$ cat config.mk
export PLATFORM = sky130hd
export DESIGN_NAME = color_binarize
export DESIGN_NICKNAME = d
export VERILOG_FILES = /design/src/rtl/color_binarize.sv
export SDC_FILE = /design/constraint.sdc
export NUM_CORES = 1
export LEC_CHECK = 0
export ABC_AREA = 0
export CAP_MARGIN = 0
export CORE_AREA = 2 2 169 171
export DETAILED_ROUTE_END_ITERATION = 16
export DIE_AREA = 0 0 171 173
export PLACE_DENSITY = 0.75
export SLEW_MARGIN = 20
export SYNTH_ARGS = -nofsm -noshare
export SYNTH_HDL_FRONTEND = slang
export SYNTH_SLANG_ARGS = --single-unit
$ cat constraint.sdc
create_clock -name clk -period 3 [get_ports clk]
set_clock_uncertainty 0.05 [all_clocks]
set_input_delay 0.6 -clock clk [delete_from_list [all_inputs] [get_ports clk]]
set_output_delay 0.6 -clock clk [all_outputs]
set_load 0.1 [all_outputs]
$ cat src/rtl/color_binarize.sv
// ---------------------------------------------------------------------------
// color_binarize
//   Converts an RGB565 pixel stream to a one-bit skin/colour mask by
//   thresholding the Cb/Cr chroma components against an inclusive window.
//   Also counts matched pixels per frame.
//
//   The pipeline is three registers deep:
//     S1 expands the 5/6-bit components and forms the six chroma products.
//     S2 sums the products.
//     S3 shifts, clamps and compares.
//   All sync, valid and pixel signals travel through the same three
//   registers.
//
// Ports
//   clk           pixel clock
//   rst_n         asynchronous active-low reset
//   pre_hs        line sync in
//   pre_vs        frame sync in, active high
//   pre_clken     pixel valid in
//   pre_imgdata   RGB565 pixel in
//   cb_min/max    Cb window bounds, inclusive; latched at frame start
//   cr_min/max    Cr window bounds, inclusive; latched at frame start
//   post_hs       pre_hs delayed by 3 cycles
//   post_vs       pre_vs delayed by 3 cycles
//   post_clken    pre_clken delayed by 3 cycles
//   post_imgbit   match flag, aligned with post_clken
//   post_imgdata  pre_imgdata delayed by 3 cycles
//   match_cnt     matched-pixel count of the last completed frame
//   frame_done    one-cycle pulse when match_cnt updates
// ---------------------------------------------------------------------------
module color_binarize (
    input  logic        clk,
    input  logic        rst_n,
    input  logic        pre_hs,
    input  logic        pre_vs,
    input  logic        pre_clken,
    input  logic [15:0] pre_imgdata,
    input  logic [7:0]  cb_min,
    input  logic [7:0]  cb_max,
    input  logic [7:0]  cr_min,
    input  logic [7:0]  cr_max,
    output logic        post_hs,
    output logic        post_vs,
    output logic        post_clken,
    output logic        post_imgbit,
    output logic [15:0] post_imgdata,
    output logic [19:0] match_cnt,
    output logic        frame_done
);

    localparam int PROD_W = 18;

    // Clamp a shifted chroma value into the 8-bit range.
    function automatic logic [7:0] clamp8(input logic signed [PROD_W-1:0] v);
        if (v < 0)
            return 8'd0;
        else if (v > 255)
            return 8'd255;
        else
            return v[7:0];
    endfunction

    // Saturating increment for the 20-bit match counter.
    function automatic logic [19:0] sat_inc(input logic [19:0] a, input logic inc);
        if (inc && (a != 20'hFFFFF))
            return a + 20'd1;
        else
            return a;
    endfunction

    // Shadow window, reloaded from the *_min/*_max inputs at frame start
    logic       pre_vs_d;
    logic       vs_rise;
    logic [7:0] cb_lo, cb_hi, cr_lo, cr_hi;

    assign vs_rise = pre_vs & ~pre_vs_d;

    always_ff @(posedge clk or negedge rst_n) begin
        if (!rst_n) begin
            pre_vs_d <= 1'b0;
            cb_lo    <= 8'h00;
            cb_hi    <= 8'hFF;
            cr_lo    <= 8'h00;
            cr_hi    <= 8'hFF;
        end else begin
            pre_vs_d <= pre_vs;
            if (vs_rise) begin
                cb_lo <= cb_min;
                cb_hi <= cb_max;
                cr_lo <= cr_min;
                cr_hi <= cr_max;
            end
        end
    end

    // Bit-replicating expansion to 8 bits, then zero-extension into the
    // signed product width.
    logic [7:0]                r8, g8, b8;
    logic signed [PROD_W-1:0]  r_s, g_s, b_s;

    always_comb begin
        r8  = {pre_imgdata[15:11], pre_imgdata[15:13]};
        g8  = {pre_imgdata[10:5],  pre_imgdata[10:9]};
        b8  = {pre_imgdata[4:0],   pre_imgdata[4:2]};
        r_s = signed'({{(PROD_W-8){1'b0}}, r8});
        g_s = signed'({{(PROD_W-8){1'b0}}, g8});
        b_s = signed'({{(PROD_W-8){1'b0}}, b8});
    end

    // ---- S1: expand and multiply ----
    // The window is carried with each pixel so that a shadow reload never
    // affects pixels already in flight.
    logic signed [PROD_W-1:0] cb_r_p0, cb_g_p0, cb_b_p0;
    logic signed [PROD_W-1:0] cr_r_p0, cr_g_p0, cr_b_p0;
    logic [7:0]               cb_lo_p0, cb_hi_p0, cr_lo_p0, cr_hi_p0;
    logic                     hs_p0, vs_p0, clken_p0;
    logic [15:0]              data_p0;

    always_ff @(posedge clk or negedge rst_n) begin
        if (!rst_n) begin
            cb_r_p0  <= '0;
            cb_g_p0  <= '0;
            cb_b_p0  <= '0;
            cr_r_p0  <= '0;
            cr_g_p0  <= '0;
            cr_b_p0  <= '0;
            cb_lo_p0 <= '0;
            cb_hi_p0 <= '0;
            cr_lo_p0 <= '0;
            cr_hi_p0 <= '0;
            hs_p0    <= 1'b0;
            vs_p0    <= 1'b0;
            clken_p0 <= 1'b0;
            data_p0  <= '0;
        end else begin
            cb_r_p0  <= r_s * -18'sd43;
            cb_g_p0  <= g_s * -18'sd85;
            cb_b_p0  <= b_s *  18'sd128;
            cr_r_p0  <= r_s *  18'sd128;
            cr_g_p0  <= g_s * -18'sd107;
            cr_b_p0  <= b_s * -18'sd21;
            cb_lo_p0 <= cb_lo;
            cb_hi_p0 <= cb_hi;
            cr_lo_p0 <= cr_lo;
            cr_hi_p0 <= cr_hi;
            hs_p0    <= pre_hs;
            vs_p0    <= pre_vs;
            clken_p0 <= pre_clken;
            data_p0  <= pre_imgdata;
        end
    end

    // ---- S2: sum the products ----
    logic signed [PROD_W-1:0] cb_sum_p1, cr_sum_p1;
    logic [7:0]               cb_lo_p1, cb_hi_p1, cr_lo_p1, cr_hi_p1;
    logic                     hs_p1, vs_p1, clken_p1;
    logic [15:0]              data_p1;

    always_ff @(posedge clk or negedge rst_n) begin
        if (!rst_n) begin
            cb_sum_p1 <= '0;
            cr_sum_p1 <= '0;
            cb_lo_p1  <= '0;
            cb_hi_p1  <= '0;
            cr_lo_p1  <= '0;
            cr_hi_p1  <= '0;
            hs_p1     <= 1'b0;
            vs_p1     <= 1'b0;
            clken_p1  <= 1'b0;
            data_p1   <= '0;
        end else begin
            cb_sum_p1 <= cb_r_p0 + cb_g_p0 + cb_b_p0;
            cr_sum_p1 <= cr_r_p0 + cr_g_p0 + cr_b_p0;
            cb_lo_p1  <= cb_lo_p0;
            cb_hi_p1  <= cb_hi_p0;
            cr_lo_p1  <= cr_lo_p0;
            cr_hi_p1  <= cr_hi_p0;
            hs_p1     <= hs_p0;
            vs_p1     <= vs_p0;
            clken_p1  <= clken_p0;
            data_p1   <= data_p0;
        end
    end

    // ---- S3: shift, clamp and compare ----
    // An inverted window (lo > hi) simply never satisfies both bounds.
    logic signed [PROD_W-1:0] cb_off, cr_off;
    logic [7:0]               cb_val, cr_val;
    logic                     match;

    always_comb begin
        cb_off = (cb_sum_p1 >>> 8) + 18'sd128;
        cr_off = (cr_sum_p1 >>> 8) + 18'sd128;
        cb_val = clamp8(cb_off);
        cr_val = clamp8(cr_off);
        match  = clken_p1 &&
                 (cb_val >= cb_lo_p1) && (cb_val <= cb_hi_p1) &&
                 (cr_val >= cr_lo_p1) && (cr_val <= cr_hi_p1);
    end

    always_ff @(posedge clk or negedge rst_n) begin
        if (!rst_n) begin
            post_hs      <= 1'b0;
            post_vs      <= 1'b0;
            post_clken   <= 1'b0;
            post_imgbit  <= 1'b0;
            post_imgdata <= '0;
        end else begin
            post_hs      <= hs_p1;
            post_vs      <= vs_p1;
            post_clken   <= clken_p1;
            post_imgbit  <= match;
            post_imgdata <= data_p1;
        end
    end

    // ---- Frame statistics ----
    // A match on the same cycle as the post_vs edge belongs to the
    // closing frame, so it is folded into the reported count.
    logic        post_vs_d;
    logic        post_vs_rise;
    logic [19:0] acc;

    assign post_vs_rise = post_vs & ~post_vs_d;

    always_ff @(posedge clk or negedge rst_n) begin
        if (!rst_n) begin
            post_vs_d  <= 1'b0;
            acc        <= '0;
            match_cnt  <= '0;
            frame_done <= 1'b0;
        end else begin
            post_vs_d  <= post_vs;
            frame_done <= post_vs_rise;
            if (post_vs_rise) begin
                match_cnt <= sat_inc(acc, post_imgbit);
                acc       <= '0;
            end else begin
                acc <= sat_inc(acc, post_imgbit);
            end
        end
    end

endmodule

Word level (Yosys, flattened, before mapping)
Cells that the tools add are included.
Storage, ports and cells
  flip-flop bits (word level): 313
  input port bits: 53
  output and inout bits: 41
  logic and storage cells: 72
Operators by class
  add/sub/neg operators: 7
  multipliers: 4
  order comparisons: 8
  equality and inequality tests: 1
  muxes and demuxes: 6
  bitwise operators: 4
  reduce and logical (&&, ||, !) cells: 5
Operators by type and width (count)
  20-bit 2-to-1 mux: 2
  16-bit by 17-bit adder with 18-bit output: 2
  9-bit by 8-bit multiplier with 17-bit output (second input constant): 2
  8-bit 2-to-1 mux: 4
  10-bit by 9-bit adder with 11-bit output (second input constant): 2
  11-bit by 9-bit greater-than comparator with 1-bit output (second input constant): 2
  11-bit by 1-bit less-than comparator with 1-bit output (second input constant): 2
  20-bit by 1-bit adder with 20-bit output (second input constant): 1
  20-bit inequality test (second input constant): 1
  18-bit by 15-bit adder with 18-bit output: 1
  18-bit by 16-bit adder with 18-bit output: 1
  8-bit greater-or-equal comparator: 2
  8-bit <= comparator: 2
  9-bit by 7-bit multiplier with 16-bit output (second input constant): 1
  9-bit by 6-bit multiplier with 15-bit output (second input constant): 1
  1-bit logical AND: 5
  1-bit bitwise AND: 2
  1-bit inverter: 2

Depth between registers and ports, before layout
Gate-level depths: netlist of the first run.
  depth in word-level cells: 9
  depth in mapped cells: 17
  gate-level depth less buffers: 17

Worst setup path before layout of the first run
No wires, ideal clock.
  path type: input port to flip-flop
  start point: input port pre_imgdata[10]
  end point: register, netlist name cb_g_p0[16]
  setup time: 80 ps
  data arrival time: 4067 ps
  required time: 2870 ps
  setup slack: -1197 ps
  stages: 14
  path buffers: 0
  cell sequence: inv_1 > ha_1 > fa_1 > inv_1 > fa_1 > inv_1 > fa_1 > ha_1 > inv_1 > o21bai_1 > a31o_2 > a41o_1 > o41ai_1 > xnor2_1
Between the ends
  word-level cells in the longest chain between the ends: 1
Ends and longest elaborated chain
  start, declared: line 37  | input logic [15:0] pre_imgdata,
  9-bit by 8-bit multiplier with 17-bit output: line 137  | cb_g_p0 <= g_s * -18'sd85;
Every way passes these cells.
A chain may end at the register's enable or synchronous reset.

Final worst setup path of the first run
  start point: input port pre_imgdata[10]
  end point: register, netlist name cb_g_p0[16]
Between the ends
  word-level cells in the longest chain between the ends: 1
Ends and longest elaborated chain (line)
  9-bit by 8-bit multiplier with 17-bit output: 137
Every way passes these cells.

==> summary.md, run 1 <==
| Metric | Value |
|---|---|
| Worst Setup End Kind | `flip-flop` |
| Max-cap violations | `0` |
| Leading area contributor after synthesis | `dfrtp_1` |
| Post-DP Area | `approximately 0.018 mm²` |
| HP Class | `in -> async` |
| Die ar. | `0.0296 mm²` |
| Fmax | `about 280 MHz` |
| Syn Nets | `1602` |
| Final setup margin | `-0.601 ns` |
| Initial antenna violation count | `0` |
| Routability Congestion | `0.865` |
| M3 GR Usage | `0.0300` |
| Flops & latches, synth | `approximately 280` |
| Status | `finished with violations` |
| Hold Buf Count CTS | `0` |
| Top post-synthesis cells by area | `dfrtp_1, ha_1, fa_1` |
| Crit path from | `pre_imgdata[10]` |
| I/O pin count | `94` |
| Gate Count Post-Synth | `approximately 1200` |
| Largest net degree at the start of global routing | `100` |
| Met2 usage | `0.372` |
| Slew @ Worst Pin | `around 0.77 ns` |
| WP buf/inv | `4` |
| CTS Buf Count | `29` |
| Synth cell count leaders | `dfrtp_1, ha_1, inv_1` |
| Final period utilization | `1.20` |
| Final Instance Count excl. Fillers | `1950` |
| Critical path peak fanout | `2` |
| Cell Area, Synth | `roughly 0.015 mm²` |
| CP cell instances | `buf_8 > buf_6 > ha_4 > ha_4 > inv_2 > fa_1 > inv_2 > fa_2 > ha_4 > o21a_1 > nor2_2 > o21bai_1 > a31o_2 > a41o_1 > o41ai_2 > xnor2_1` |
| Routed length per instance | `15.8 µm` |
| Levels on crit path | `16` |
| Routed via count | `approximately 10000` |
| Tmin final | `between 3 and 4 ns` |
| Min Hold Slack | `0.0302 ns` |
| Family with the most delay on the worst path | `adder cells` |
| CP max stage delay | `about 0.60 ns` |
| EDFF count, synth | `0` |
| Pre-CTS setup slack | `-1.60 ns` |
| VDD IR max | `539 µV` |
| Critical path startpoint category | `input port` |
| Crit path kind | `in -> reg` |
| Count leader, synth | `dfrtp_1` |
| Vias in the first global route | `10451` |
| CTS Root Cell | `clkbuf_16` |
| Nets | `between 1500 and 2000` |
| IO Port Bufs | `between 90 and 100` |
| Final slew viol count | `0` |
| Ys Warns | `0` |
| Critical Path RT | `3.38 ns` |
| Dpl cells | `roughly 1900` |
| Antenna Nets Post-Route | `0` |
| All-Layer GR Usage | `0.211` |
| Clk pin slew, worst setup/hold paths | `~0.060 ns` |
| Dpl hpwl | `about 22 mm` |
| Async set-or-reset flop fraction in the synthesized netlist | `1.00` |
| Max clock buf depth | `3` |
| Finished Cell Area | `just under 0.02 mm²` |
| Area occupied by multi-input gates | `0.00826 mm²` |
| Fill cells | `around 1900` |
| Core area | `approximately 0.028 mm²` |
| Cell mode on critical path | `ha_4` |
| Die width | `171 µm` |
| Seq/Total Area, Yosys | `0.465` |
| Worst reg2reg path depth | `10` |
| Drt drc | `0` |
| GRT overflow | `0` |
| Main synth FF type | `dfrtp_1` |
| Busiest layer in global routing | `met2` |
| Rows | `61` |
| Seq. cell area | `0.00690 mm²` |
| Clock sink count | `275` |
| Failing checks | `negative setup slack` |
| Endpoints failing setup | `24` |
| Die H | `between 150 and 200 µm` |
| RSZ-0062 raised after global routing | `true` |
| Critical path arrival | `just under 4 ns` |
| Layout cells sized above 1 | `0.329` |
| DR iter-0 viols | `around 340` |
| TritonCTS clock tree | `done` |
| RR Startpoint | `data_p0[13]` |
| CP max-delay cell | `fa_2` |
| Leak pwr | `between 9 and 10 nW` |
| First-pass GRT wire length | `around 50 mm` |
| Mean Syn Cell Area | `11.9 µm²` |
| Inserted Diodes | `0` |
| Met1 usage | `0.271` |
| H-tree Lvls | `1` |
| Hold Fails Final Rpt | `0` |
| Final WL | `approximately 31 mm` |
| Worst skew pair latency | `around 0.56 ns` |
| Yosys cell types | `52` |
| Slew Limit Headroom | `0.488` |
| PD cells | `877 mW/mm²` |
| Pre-antenna DRT Iters | `5` |
| Initial Util | `0.537` |
| Number of vias per cell | `5.04` |
| Area share of the leading cell type in the synthesized netlist | `0.437` |
| Area growth, synth to finish | `33.7%` |
==> timing repair <==
action                     4_1_cts  5_1_grt
pin swaps                       81       87
gates resized for setup        132       72
setup endpoints to repair       41       35
buffers inserted                30       20
==> layer usage <==
metal	vias to the layer above	routed length (µm)	share of wire
li1	4744	-	-
met1	4868	13300	0.43
met2	165	15700	0.51
met3	51	1070	0.035
met4	0	748	0.024
met5	-	0	0
==> cell families (layout without fill, tap and decap cells) <==
logic type	after synthesis	after routing	synth area share
xor gates and xnor gates	79	79	0.0466
muxes	35	35	0.0263
and+or+nand+nor	207	207	0.0637
adders and majority gates	304	304	0.284
buffers and inverters	183	510	0.0463
DFF	275	275	0.465
AOI/OAI and AO/OA	162	162	0.0678
==> layout make-up <==
cell class,count,share of cell area
clock inverter,16,0.0130
inverter,169,0.0342
clock buffer,38,0.0418
multi-input combinational,787,0.416
timing repair buffer,287,0.123
sequential,275,0.348
tap,378,0.0238
==> sequential cells by signal, summed over array words and instances, names as in the netlist, 8 cells and up <==
| signal | cells |
|---|---|
| acc | 20 |
| cb_g_p0 | 16 |
| cb_hi | 8 |
| cb_hi_p0 | 8 |
| cb_hi_p1 | 8 |
| cb_lo | 8 |
| cb_lo_p0 | 8 |
| cb_lo_p1 | 8 |
| cb_r_p0 | 14 |
| cb_sum_p1 | 10 |
| cr_b_p0 | 14 |
| cr_g_p0 | 15 |
| cr_hi | 8 |
| cr_hi_p0 | 8 |
| cr_hi_p1 | 8 |
| cr_lo | 8 |
| cr_lo_p0 | 8 |
| cr_lo_p1 | 8 |
| cr_sum_p1 | 10 |
| data_p0 | 15 |
| data_p1 | 16 |
| match_cnt | 20 |
| post_imgdata | 16 |
==> worst paths after layout <==
check	end	slack, ns
max	cb_g_p0[16]	-0.60
min reg2reg	cr_lo_p1[4]	0.29
min	cb_hi_p1[1]	0.03
max reg2reg	cr_sum_p1[17]	0.06
max in group asynchronous	cb_hi[4]	2.09
min in group clk	data_p0[6]	0.11
==> power breakdown <==
group | switching (W) | internal [W]
registers | 0.000380 | 0.00451
clock network | 0.00150 | 0.00247
logic | 0.00433 | 0.00420
==> stage by stage <==
step                 util  power [W]  setup TNS [ns]
floorplan               -     0.0100          -11.38
global placement    0.645     0.0121          -43.69
detailed placement  0.645     0.0125          -45.69
CTS                 0.705     0.0170           -5.77
global route        0.718     0.0187           -8.83
finish              0.718     0.0174           -6.40
==> layout by cell type, fill, tap and decap left out, drive strengths merged, types with 2 or more instances in the layout <==
| master | n |
|---|---|
| dfrtp | 259 |
| ha | 248 |
| buf | 247 |
| inv | 168 |
| nor2 | 77 |
| fa | 56 |
| a21oi | 54 |
| xnor2 | 53 |
| nand2 | 52 |
| o21ai | 44 |
| clkbuf | 43 |
| clkdlybuf4s50 | 35 |
| mux2 | 32 |
| xor2 | 26 |
| nand3 | 22 |
| a21o | 17 |
| dfstp | 16 |
| nor3 | 13 |
| o21bai | 12 |
| nand2b | 11 |
| and3 | 8 |
| nor2b | 8 |
| nand4 | 7 |
| o21a | 7 |
| a211oi | 7 |
| bufinv | 6 |
| clkinv | 6 |
| clkinvlp | 5 |
| mux2i | 3 |
| o41a | 3 |
| and4 | 3 |
| and2 | 3 |
| a31oi | 2 |
| o31ai | 2 |
| a41oi | 2 |
Power figures use the tool's default switching activity.
==> inputs of run 2 (changes only) <==
Settings changed: GPL_TIMING_DRIVEN set to 1, SETUP_SLACK_MARGIN set to 0.1.
==> run 2 against run 1 <==
Effect of this change:
- the run still ends with negative setup slack left
- fmax grew 1.7%
- non-clock buffer count down 1
- core utilization increased by 0.36 points
- global-route usage up 0.28 points
- critical path depth rose by 2
- combinational power is 3.9% higher
- first-iteration DRC count increased by 29%
- design area grew 0.50%
- sequential share of layout area shrank 0.16 points
- largest cell class unchanged
==> summary.md, run 2 (synthesis results as in run 1) <==
| Metric | Value |
|---|---|
| Clock sink count | `275 (unchanged)` |
| Critical path startpoint category | `input port` |
| HP Class | `in -> reg` |
| Seq. cell area | `0.00691 mm² (about the same)` |
| Initial antenna violation count | `0 (unchanged)` |
| Endpoints failing setup | `24 (unchanged)` |
| Fill cells | `1766 (-4.7%)` |
| RR Startpoint | `cr_g_p0[7]` |
| Final period utilization | `1.18 (-0.0201)` |
| Post-DP Area | `0.0178 mm² (+0.11%)` |
| Max-cap violations | `0 (unchanged)` |
| Clk pin slew, worst setup/hold paths | `0.06 ns (about the same)` |
| Finished Cell Area | `0.0199 mm² (+0.50%)` |
| Slew @ Worst Pin | `0.663 ns (-0.105 ns)` |
| Critical path peak fanout | `4 (+2)` |
| First-pass GRT wire length | `50.9 mm (+1.5%)` |
| RSZ-0062 raised after global routing | `true` |
| CTS Root Cell | `clkbuf_16` |
| Commonest non-fill, non-tap cell in the layout | `dfrtp_1` |
| Slew Limit Headroom | `0.557 (+0.0698)` |
| Number of vias per cell | `5.02 (-0.34%)` |
| Final slew viol count | `0 (unchanged)` |
| Commonest non-fill, non-tap cells in the layout | `dfrtp_1, buf_4, ha_1, inv_1, nor2_1` |
| Largest net degree at the start of global routing | `79 (-21%)` |
| Failing checks | `negative setup slack` |
| Nets | `1905 (-0.052%)` |
| Critical path arrival | `3.96 ns (-0.02 ns)` |
| PD cells | `878 mW/mm² (+0.20%)` |
| Worst Setup End Kind | `flip-flop` |
| Final setup margin | `-0.541 ns (+0.0603 ns)` |
| VDD IR max | `453 µV (-16%)` |
| Tmin final | `3.54 ns (-0.0603 ns)` |
| Crit path kind | `in -> reg` |
| TritonCTS clock tree | `done` |
| All-Layer GR Usage | `0.213 (+0.00284)` |
| Final total power | `0.0175 W (+0.70%)` |
| Area occupied by multi-input gates | `0.00845 mm² (+2.3%)` |
| Pre-antenna DRT Iters | `4 (-1)` |
| Top flop regs | `acc x20, match_cnt x20` |
| Hold path start | `pre_imgdata[6]` |
| Vias in the first global route | `10479 (+0.27%)` |
| IO Port Bufs | `93 (unchanged)` |
| H-tree Lvls | `1 (unchanged)` |
| Status | `finished with violations` |
| Routability Congestion | `0.850 (-1.8%)` |
| GRT overflow | `0 (unchanged)` |
| Routed via count | `9790 (-0.39%)` |
| Antenna Nets Post-Route | `0 (unchanged)` |
| Die H | `173 µm (unchanged)` |
| Core area | `0.0276 mm² (unchanged)` |
| Inserted Diodes | `0 (unchanged)` |
| CTS Buf Count | `29 (unchanged)` |
| Hold Fails Final Rpt | `0 (unchanged)` |
| Initial Util | `0.537 (unchanged)` |
| Critical Path RT | `3.42 ns (+0.04 ns)` |
| Worst skew pair latency | `0.57 ns (about the same)` |
| Pre-CTS setup slack | `-1.73 ns (-0.134 ns)` |
| Leak pwr | `9.67 nW (-0.13%)` |
| DR iter-0 viols | `436 (+29%)` |
| Rows | `61 (unchanged)` |
| Die ar. | `0.0296 mm² (unchanged)` |
| Fmax | `282 MHz (+1.7%)` |
| Dpl hpwl | `22.1 mm (-0.78%)` |
| Routed length per instance | `15.9 µm (+0.55%)` |
| I/O pin count | `94 (unchanged)` |
| Layout cells sized above 1 | `0.350 (+0.0212)` |
| Die width | `171 µm (unchanged)` |
| Final Util | `0.722 (+0.00358)` |
| Max clock buf depth | `3 (unchanged)` |
| Crit path from | `pre_imgdata[8]` |
| Min Hold Slack | `0.114 ns (+0.0840 ns)` |
| Final WL | `31.0 mm (+0.50%)` |
| Area growth, synth to finish | `34.3%` |
| Drt drc | `0 (unchanged)` |
==> run 2: cell types whose count changed in the layout (fill, tap and decap cells not counted), sizes merged <==
cell | before | now
clkinv | 6 | 7
inv | 168 | 171
clkinvlp | 5 | 7
bufinv | 6 | 4
dlygate4sd3 | 0 | 1
clkbuf | 43 | 37
==> run 2: final timing paths <==
kind	slack, ns	endpoint	depth (start not counted)
setup reg to reg	0.11	cr_sum_p1[17]	10
hold / removal	0.11	data_p0[6]	1
hold reg to reg	0.29	cr_lo_p1[5]	0
min in group asynchronous	0.54	cb_hi_p1[6]	2
setup / recovery	-0.54	cb_g_p0[14]	18
max in group asynchronous	1.54	cr_sum_p1[15]	3
==> run 2: worst max-delay path, cell delays in order <==
cell,delay [ns]
buf_8,0.11
ha_4,0.28
ha_4,0.20
fa_1,0.52
inv_2,0.05
fa_1,0.49
inv_2,0.05
ha_4,0.21
nor2b_4,0.12
o21a_1,0.17
nor2_2,0.15
o21bai_2,0.09
a31o_2,0.22
a41o_1,0.21
buf_4,0.14
buf_6,0.11
nor2_4,0.11
xnor2_2,0.12
==> run 2: timing repair <==
item | 4_1_cts | 5_1_grt
gates resized for setup | 165 | 90
endpoints found under the hold margin | 61 | 0
hold buffers | 1 | 0
buffers inserted | 40 | 11
endpoints found under the setup margin | 47 | 45
pin swaps | 106 | 114
==> run 2: report_power, final <==
group,leakage (nW),switching [W],internal (W),total (W)
Combinational,5.92,0.00447,0.00440,0.00886
Clock,0.491,0.00155,0.00220,0.00376
Sequential,3.27,0.000391,0.00451,0.00490
Total,9.67,0.00641,0.0111,0.0175
==> run 2: cell type report <==
class,instances,share of cell area
Multi-Input combinational cell,787,0.424
Sequential cell,275,0.346
Timing Repair Buffer,286,0.121
Clock buffer,34,0.0383
Inverter,169,0.0340
Tap cell,378,0.0237
Clock inverter,20,0.0125
==> run 2: per-stage QoR <==
stage	setup TNS, ns	std cells
2_1_floorplan	-11.39	1245
3_3_place_gp	-44.07	1862
3_5_place_dp	-46.06	1862
4_1_cts	-6.95	1950
5_1_grt	-8.19	1949
6_report	-5.77	1949
==> run 2: metal layers <==
layer / GRT usage / up-vias / part of all wire
li1: - / 4760 / -
met1: 0.279 / 4798 / 0.43
met2: 0.365 / 171 / 0.50
met3: 0.0300 / 61 / 0.035
met4: 0.0706 / 0 / 0.033
met5: 0 / - / 0
